[config.mk]
export PLATFORM = sky130hd
export DESIGN_NAME = mul_issue_buffer
export DESIGN_NICKNAME = d
export VERILOG_FILES = /design/src/rtl/mul_lane_pkg.sv /design/src/rtl/mul_uop_fifo.sv /design/src/rtl/mul_issue_buffer.sv
export SDC_FILE = /design/constraint.sdc
export NUM_CORES = 1
export LEC_CHECK = 0
export CORE_UTILIZATION = 32
export DETAILED_ROUTE_END_ITERATION = 10
export PLACE_DENSITY = 0.67
export SYNTH_ARGS = -nofsm -noshare
export SYNTH_HDL_FRONTEND = slang
export SYNTH_SLANG_ARGS = --single-unit
[constraint.sdc]
create_clock -name clk -period 3 [get_ports clk]
set_input_delay 0.3 -clock clk [delete_from_list [all_inputs] [get_ports clk]]
set_output_delay 0.3 -clock clk [all_outputs]
set_load 0.02 [all_outputs]
[src/rtl/mul_lane_pkg.sv]
// Shared types and helpers for the 4-bit multiply execution lane.
// Optional feature macro: MUL_OVF_FLAG_EN (adds an overflow flag to results).
package mul_lane_pkg;

    localparam int unsigned MUL_DATA_W = 4;
    localparam int unsigned MUL_TAG_W  = 5;
    localparam int unsigned MUL_PROD_W = 2 * MUL_DATA_W;

    // Multiply micro-op as delivered by dispatch
    typedef struct packed {
        logic [MUL_DATA_W-1:0] a;
        logic [MUL_DATA_W-1:0] b;
        logic [MUL_TAG_W-1:0]  rd;
    } mul_uop_t;

    // Result payload presented to writeback
    typedef struct packed {
        logic [MUL_DATA_W-1:0] data;
        logic [MUL_TAG_W-1:0]  rd;
`ifdef MUL_OVF_FLAG_EN
        logic                  ovf;
`endif
    } mul_res_t;

    // Unsigned multiply, truncated to DATA_W; an x0 destination yields a zero result
    function automatic mul_res_t mul_exec(input mul_uop_t uop);
        mul_res_t res;
`ifdef MUL_OVF_FLAG_EN
        logic [MUL_PROD_W-1:0] prod;
        prod = MUL_PROD_W'(uop.a) * MUL_PROD_W'(uop.b);
`else
        logic [MUL_DATA_W-1:0] prod;
        prod = uop.a * uop.b;
`endif
        res    = '0;
        res.rd = uop.rd;
        if (uop.rd != '0) begin
            res.data = prod[MUL_DATA_W-1:0];
`ifdef MUL_OVF_FLAG_EN
            res.ovf  = |prod[MUL_PROD_W-1:MUL_DATA_W];
`endif
        end
        return res;
    endfunction

endpackage

[src/rtl/mul_uop_fifo.sv]
// Circular queue of multiply micro-ops with synchronous flush.
module mul_uop_fifo
    import mul_lane_pkg::*;
#(
    parameter int unsigned DEPTH = 2
) (
    input  logic                             clk,
    input  logic                             rst_n,
    input  logic                             flush,
    input  logic                             push,
    input  mul_uop_t                         push_data,
    input  logic                             pop,
    output mul_uop_t                         head,
    output logic [$clog2(DEPTH+1)-1:0]       count,
    output logic                             full,
    output logic                             empty
);

    localparam int unsigned PTR_W = $clog2(DEPTH);
    localparam int unsigned CNT_W = $clog2(DEPTH + 1);

    mul_uop_t           r_mem [DEPTH];
    logic [PTR_W-1:0]   r_wr_ptr;
    logic [PTR_W-1:0]   r_rd_ptr;
    logic [CNT_W-1:0]   r_count;
    logic               w_push;
    logic               w_pop;

    assign full   = (r_count == CNT_W'(DEPTH));
    assign empty  = (r_count == '0);
    assign count  = r_count;
    assign head   = r_mem[r_rd_ptr];
    assign w_push = push && !full && !flush;
    assign w_pop  = pop && !empty && !flush;

    // Pointer and occupancy update; flush empties the queue and rewinds pointers
    always_ff @(posedge clk) begin
        if (!rst_n || flush) begin
            r_wr_ptr <= '0;
            r_rd_ptr <= '0;
            r_count  <= '0;
        end else begin
            if (w_push) begin
                r_wr_ptr <= r_wr_ptr + PTR_W'(1);
            end
            if (w_pop) begin
                r_rd_ptr <= r_rd_ptr + PTR_W'(1);
            end
            if (w_push && !w_pop) begin
                r_count <= r_count + CNT_W'(1);
            end else if (w_pop && !w_push) begin
                r_count <= r_count - CNT_W'(1);
            end
        end
    end

    // Entry storage; contents are meaningless while the count says empty
    always_ff @(posedge clk) begin
        if (w_push) begin
            r_mem[r_wr_ptr] <= push_data;
        end
    end

endmodule

[src/rtl/mul_issue_buffer.sv]
// Issue buffer for the multiply lane: micro-op queue, multiplier and result register.
// Optional feature macro: MUL_OVF_FLAG_EN (adds wb_ovf output).
module mul_issue_buffer
    import mul_lane_pkg::*;
#(
    parameter int unsigned DEPTH = 2
) (
    input  logic                   clk,
    input  logic                   rst_n,
    input  logic                   flush,
    input  logic                   in_valid,
    output logic                   in_ready,
    input  logic [MUL_DATA_W-1:0]  in_a,
    input  logic [MUL_DATA_W-1:0]  in_b,
    input  logic [MUL_TAG_W-1:0]   in_rd,
    output logic                   wb_valid,
    input  logic                   wb_ready,
    output logic [MUL_DATA_W-1:0]  wb_data,
    output logic [MUL_TAG_W-1:0]   wb_rd,
    output logic                   busy
`ifdef MUL_OVF_FLAG_EN
    ,
    output logic                   wb_ovf
`endif
);

    localparam int unsigned CNT_W = $clog2(DEPTH + 1);

    mul_uop_t          w_in_uop;
    mul_uop_t          w_head;
    mul_res_t          w_res;
    logic [CNT_W-1:0]  w_count;
    logic              w_full;
    logic              w_empty;
    logic              w_push;
    logic              w_pop;
    mul_res_t          r_res;
    logic              r_wb_valid;

    assign w_in_uop = {in_a, in_b, in_rd};
    // Ready ignores a same-cycle pop so it never depends on wb_ready
    assign in_ready = !w_full && !flush;
    assign w_push   = in_valid && in_ready;
    assign w_pop    = !w_empty && (!r_wb_valid || wb_ready) && !flush;
    assign w_res    = mul_exec(w_head);

    mul_uop_fifo #(
        .DEPTH     (DEPTH)
    ) u_fifo (
        .clk       (clk),
        .rst_n     (rst_n),
        .flush     (flush),
        .push      (w_push),
        .push_data (w_in_uop),
        .pop       (w_pop),
        .head      (w_head),
        .count     (w_count),
        .full      (w_full),
        .empty     (w_empty)
    );

    // Result register: load on issue, clear on retire or flush
    always_ff @(posedge clk) begin
        if (!rst_n) begin
            r_wb_valid <= 1'b0;
            r_res      <= '0;
        end else if (flush) begin
            r_wb_valid <= 1'b0;
            r_res      <= '0;
        end else if (w_pop) begin
            r_wb_valid <= 1'b1;
            r_res      <= w_res;
        end else if (wb_ready) begin
            r_wb_valid <= 1'b0;
        end
    end

    assign wb_valid = r_wb_valid;
    assign wb_data  = r_res.data;
    assign wb_rd    = r_res.rd;
    assign busy     = (w_count != '0) || r_wb_valid;
`ifdef MUL_OVF_FLAG_EN
    assign wb_ovf   = r_res.ovf;
`endif

endmodule

======== Yosys cells after proc, flatten, opt, wreduce, memory -nomap -nowiden ========
Memories as Yosys holds them, arrays and structs flattened. A register that Yosys moved wholly into a read port is not among the register bits.
Index checks and enable logic that the tools add are counted.
storage, ports and cells
  register bits after elaboration ......... 14
  memories ................................ 1
  output and inout port bits .............. 12
  input port bits ......................... 18
  logic and storage cells ................. 49
  memory bits (writable) .................. 26
operators by class
  equal/unequal tests ..................... 1
  bitwise operators ....................... 1
  reduce and logical (&&, ||, !) cells .... 26
  $mul .................................... 1
  add/sub/neg operators ................... 4
  multiplexer cells ....................... 9
memories
  memory        depth  bits a word  read ports  clocked after memory_dff  write ports  RTL line            text
  u_fifo.r_mem  2      13           1           1                         1            mul_uop_fifo.sv:22  mul_uop_t r_mem [DEPTH];
operators with widths
  cell                 count
  $logic_and 1x1->1    10
  $logic_not 1->1      7
  $mux 1               6
  $reduce_bool 2->1    3
  $reduce_bool 5->1    1
  $mul 4x4->4          1
  $mux 2               2
  $mux 4               1
  $logic_or 1x1->1     3
  $add 1x1->1 const B  2
  $add 2x1->2 const B  1
  $eq 2x2->1 const B   1
  $logic_not 2->1      1
  $reduce_or 2->1      1
  $sub 2x1->2 const B  1
  $not 1->1            1

======== Depth between registers and ports, before layout ========
  depth after elaboration ................. 10
  depth in mapped cells ................... 11
  depth with buffers taken out ............ 10

======== By module ========
From an unflattened synthesis, not the netlist that was laid out.
unflattened totals
  cells, all modules ...................... 133
  area total of the unflattened synthesis .. 1764.2 um^2
modules (own cells, without submodules)
  module            sequential area each (um^2)  area each (um^2)  cells an instance  instances
  mul_uop_fifo      880.8                        1167.4            68                 1
  mul_issue_buffer  200.2                        596.8             65                 1

======== Worst setup path before layout ========
Ideal clock, no wire load.
  path kind ............................... register -> register
  start ................................... register with a tool-made name
  end ..................................... register r_res (netlist bit wb_data[3])
  data required time ...................... 2.938 ns
  cell stages (with the launch flop) ...... 12
  buffers on the path ..................... 2
  period minus slack after synthesis ...... 2.888 ns
  library setup time ...................... 0.062 ns
  data arrival time ....................... 2.826 ns
  path slack .............................. 0.112 ns
  path through ............................ dfxtp_1 > buf_6 > clkbuf_1 > a32o_1 > ha_1 > ha_1 > ha_1 > xnor2_1 > xnor2_1 > xnor3_1 > or4b_1 > nand3_1
RTL lines
  what                  RTL line                text
  to (signal assigned)  mul_issue_buffer.sv:72  r_res <= w_res;
  to (decl)             mul_issue_buffer.sv:37  mul_res_t r_res;

==> impl_summary.txt <==
----------------------------------------------------
[Cells and area]
  Synthesis-to-finish area growth ... 29.0%
  NumNets Final ... 183
  Number of standard cells in the layout, taps in and fillers out ... 231
  Most frequent cells in the layout ... sky130_fd_sc_hd__clkdlybuf4s50_1 (29), sky130_fd_sc_hd__edfxtp_1 (26), sky130_fd_sc_hd__nor2_1 (14), sky130_fd_sc_hd__dfxtp_1 (14)
  Antenna Diode Count ... 0
  Share of post-route cells with drive strength above 1 ... 0.0932
  Post-route cell area ... 2190 um^2
  Most frequent standard cell in the layout excluding fill and tap cells ... sky130_fd_sc_hd__clkdlybuf4s50_1
  Final core occ ... 0.429

[Yosys]
  Dominant combinational cell family by area after synthesis ... simple AND/OR/NAND/NOR gates
  Mean instance size in the synthesized netlist ... 13.7 um^2
  YS warnings ... 0
  Fraction of synthesized area in multiplexers ... 0.0295
  Number of distinct library cells after synthesis ... 30
  Gate count after technology mapping ... 124
  Synth Area in Compound Gates ... 0.100
  XOR/XNOR share of the synthesized area ... 0.0494
  Total nets after synthesis ... 147
  Post-Syn Area ... 1700 um^2
  Post-synthesis sequential element count ... 41
  Register area share after synthesis ... 0.637
  Synthesized-area fraction occupied by adder cells ... 0.0368
  Basic-gate share of the synthesized area counting and, or, nand and nor cells ... 0.127

[Clock network]
  Clock insertion delay at the later pin of the skew report ... 0.30 ns
  CTS tree ... yes
  Number of H-tree levels ... 2
  Hold-fix buffer count after cts ... 0
  Root buffer cell ... sky130_fd_sc_hd__clkbuf_8
  Buffers from clock root to sink, at most ... 2
  Resized Gates After CTS ... 0
  Number of clock sinks ... 41
  Post-CTS setup buffers ... 0
  Total clock buffers created by CTS ... 5
  Worst-path clk slew ... 0.08 ns

[Setup path]
  Endpoint arrival time on the critical path ... 3.05 ns
  Slowest CP cell ... sky130_fd_sc_hd__or4b_1
  Count of buffering cells on the critical path with inverters included ... 0
  Crit path top cell by count ... sky130_fd_sc_hd__ha_1
  Crit Path Class ... reg2reg
  Delay of the slowest cell on the worst path ... 0.47 ns
  Kind of launch point of the worst setup path ... flip-flop
  Highest fanout seen on the critical path ... 11
  Cell type group with the largest total delay on the critical path ... simple AND/OR/NAND/NOR gates
  Endpoint kind of the worst setup timing path ... flip-flop
  Required @ worst endpoint ... 3.25 ns
  Chain of cells forming the critical path ... nor2b_1, a32o_1, ha_1, ha_1, ha_1, xnor2_1, xnor2_1, xnor3_1, or4b_1, nand3_1

[Outcome]
  Run status ... complete, no violations

[Timing]
  Actual slew at the worst max-slew pin ... 0.666 ns
  Number of pins exceeding their max-slew limit in the final report ... 0
  Number of hold violations in the final report ... 0
  Final clock skew ... 0.0111 ns
  Accumulated negative setup slack ... 0 ns
  Max-Slew Margin vs Limit ... 0.556
  Final setup vio count ... 0
  Achievable Freq ... 0.357 GHz
  Period utilization ... 0.934
  Worst path setup slack after routing ... 0.197 ns
  Unrepaired setup endpoints after global routing ... false
  Min Tclk post-route ... 2.80 ns

[Die]
  Overall die area ... 5600 um^2
  Number of cell rows ... 26
  Effective utilization at floorplan ... 0.332
  Floorplan Core Area ... 5110 um^2
  Horizontal die dimension ... 74.8 um
  Floorplan die height ... 74.8 um
  Io pins ... 30

[GRT]
  Number of global-route vias before repair ... 1175
  Overflow left after global routing ... 0
  Pin count of the biggest net entering global routing ... 16
  Initial antenna violation count ... 0
  Global-route wire length before repair ... 5400 um
  Total Routing Usage GR ... 0.134

[Placement]
  Final estimated routing congestion in global placement ... 0.906
  Placed inst area ... 2080 um^2
  Worst slack at placement ... 0.107 ns
  HPWL after DPL ... 2450 um
  Cells after DPL ... 223
  I/O Buffers ... 29

[Pwr]
  Int Power ... 925 uW
  Sequential group share of total power ... 0.535
  Maximum resistive drop on vdd ... 0.277 mV
  Leakage power summed over all cells ... 0.000743 uW
  Power density over cell area ... 536 nW/um^2
  Combinational power share ... 0.102
  Relative contribution of the clock network to total power ... 0.363
  Net Sw Frac ... 0.212
  Switching power ... 249 uW

[Hold path]
  Worst min-delay path class ... reg2reg

[Route]
  Antenna Nets Post-Route ... 0
  Final routed DRC violation total ... 0
  Pre-antenna DRT Iters ... 4
  Average via count per standard cell ... 4.87
  Total via count in the routed design ... 1125
  Per-cell routed wire length ... 14.1 um
  Violation count after the first detailed-route iteration ... 91
  DRT Wirelength ... 3250 um

[Run]
  Number of violations of the max-capacitance limit ... 0

----------------------------------------------------
Yosys cell counts:
library cell	instances	area (um^2)
sky130_fd_sc_hd__edfxtp_1	26	781
sky130_fd_sc_hd__dfxtp_1	15	300
sky130_fd_sc_hd__nor2_1	14	52.6
sky130_fd_sc_hd__a32o_1	6	60.1
sky130_fd_sc_hd__nor2b_1	6	37.5
sky130_fd_sc_hd__a211oi_1	5	37.5
sky130_fd_sc_hd__ha_1	5	62.6
sky130_fd_sc_hd__mux2i_1	5	50.1
sky130_fd_sc_hd__a32oi_1	4	35.0
sky130_fd_sc_hd__xor2_1	4	35.0
sky130_fd_sc_hd__a22oi_1	3	22.5
sky130_fd_sc_hd__clkbuf_1	3	11.3
sky130_fd_sc_hd__nor3_1	3	15.0
sky130_fd_sc_hd__xnor2_1	3	26.3
sky130_fd_sc_hd__a21oi_1	2	10.0
sky130_fd_sc_hd__inv_1	2	7.51
sky130_fd_sc_hd__nand3_1	2	10.0
sky130_fd_sc_hd__nor3_4	2	32.5
sky130_fd_sc_hd__or3_1	2	12.5
sky130_fd_sc_hd__or4b_1	2	20.0
sky130_fd_sc_hd__and3_1	1	6.26
sky130_fd_sc_hd__buf_6	1	11.3
sky130_fd_sc_hd__inv_2	1	3.75
sky130_fd_sc_hd__nand2_1	1	3.75
sky130_fd_sc_hd__nand2b_1	1	6.26
sky130_fd_sc_hd__nand4_1	1	6.26
sky130_fd_sc_hd__nor2_2	1	6.26
sky130_fd_sc_hd__o21ai_0	1	5.00
sky130_fd_sc_hd__or4_1	1	7.51
sky130_fd_sc_hd__xnor3_1	1	22.5
flip-flops by register name (all words and copies together) (netlist names), named ones only:
register	cells
u_fifo.r_rd_ptr	1
wb_data	4
u_fifo.r_wr_ptr	1
wb_valid	1
u_fifo.count	2
wb_rd	5
u_fifo.r_mem	26
worst register-to-register path, cell delays in order (launching register included):
cell	delay, ns
sky130_fd_sc_hd__dfxtp_2	0.38
sky130_fd_sc_hd__nor2b_1	0.27
sky130_fd_sc_hd__a32o_1	0.20
sky130_fd_sc_hd__ha_1	0.24
sky130_fd_sc_hd__ha_1	0.30
sky130_fd_sc_hd__ha_1	0.21
sky130_fd_sc_hd__xnor2_1	0.18
sky130_fd_sc_hd__xnor2_1	0.16
sky130_fd_sc_hd__xnor3_1	0.25
sky130_fd_sc_hd__or4b_1	0.47
sky130_fd_sc_hd__nand3_1	0.09
metrics by stage:
stage | total power (uW) | hold slack (ns)
3_3_place_gp | 755 | 0.479
4_1_cts | 1180 | 0.501
6_report | 1170 | 0.495
3_5_place_dp | 761 | 0.489
2_1_floorplan | 705 | 0.399
5_1_grt | 1220 | 0.520
metal layers:
metal,global-route usage,vias to the layer above,share of wire
li1,-,547,-
met1,0.156,539,0.42
met2,0.213,34,0.52
met3,0.0455,5,0.054
met4,0.0797,0,0.012
met5,0,-,0
area by class of cell:
cell class / count / area, um^2
Fill cell: 479 / 2920
Sequential cell: 41 / 1080
Multi-Input combinational cell: 76 / 583
Timing Repair Buffer: 33 / 320
Tap cell: 70 / 87.6
Clock buffer: 6 / 72.6
Clock inverter: 2 / 33.8
Inverter: 3 / 11.3
kinds of logic after synthesis:
logic type,after synthesis
flip-flops,41
AND/OR/NAND/NOR,37
AO/OA/AOI/OAI,21
XOR/XNOR,8
buffers and inverters,7
multiplexers,5
adder cells (fa/ha/maj),5
worst paths after layout:
| check | from | to | slack, ns | cells past startpoint |
|---|---|---|---|---|
| hold reg to reg | wb_data[3]$_SDFFE_PP0P_ | wb_data[3]$_SDFFE_PP0P_ | 0.50 | 2 |
| setup reg to reg | flip-flop | wb_data[3]$_SDFFE_PP0P_ | 0.20 | 10 |
| setup / recovery | flip-flop | wb_data[3]$_SDFFE_PP0P_ | 0.20 | 10 |
| hold / removal | wb_data[3]$_SDFFE_PP0P_ | wb_data[3]$_SDFFE_PP0P_ | 0.50 | 2 |
power groups by stage:
stage	clock [uW]	sequential (uW)	combinational [uW]
floorplan	0	641	64.3
global placement	0	640	115
detailed placement	0	641	120
CTS	433	628	121
global route	458	630	131
finish	427	628	119
Note: power is estimated with default switching activity, not from simulation.
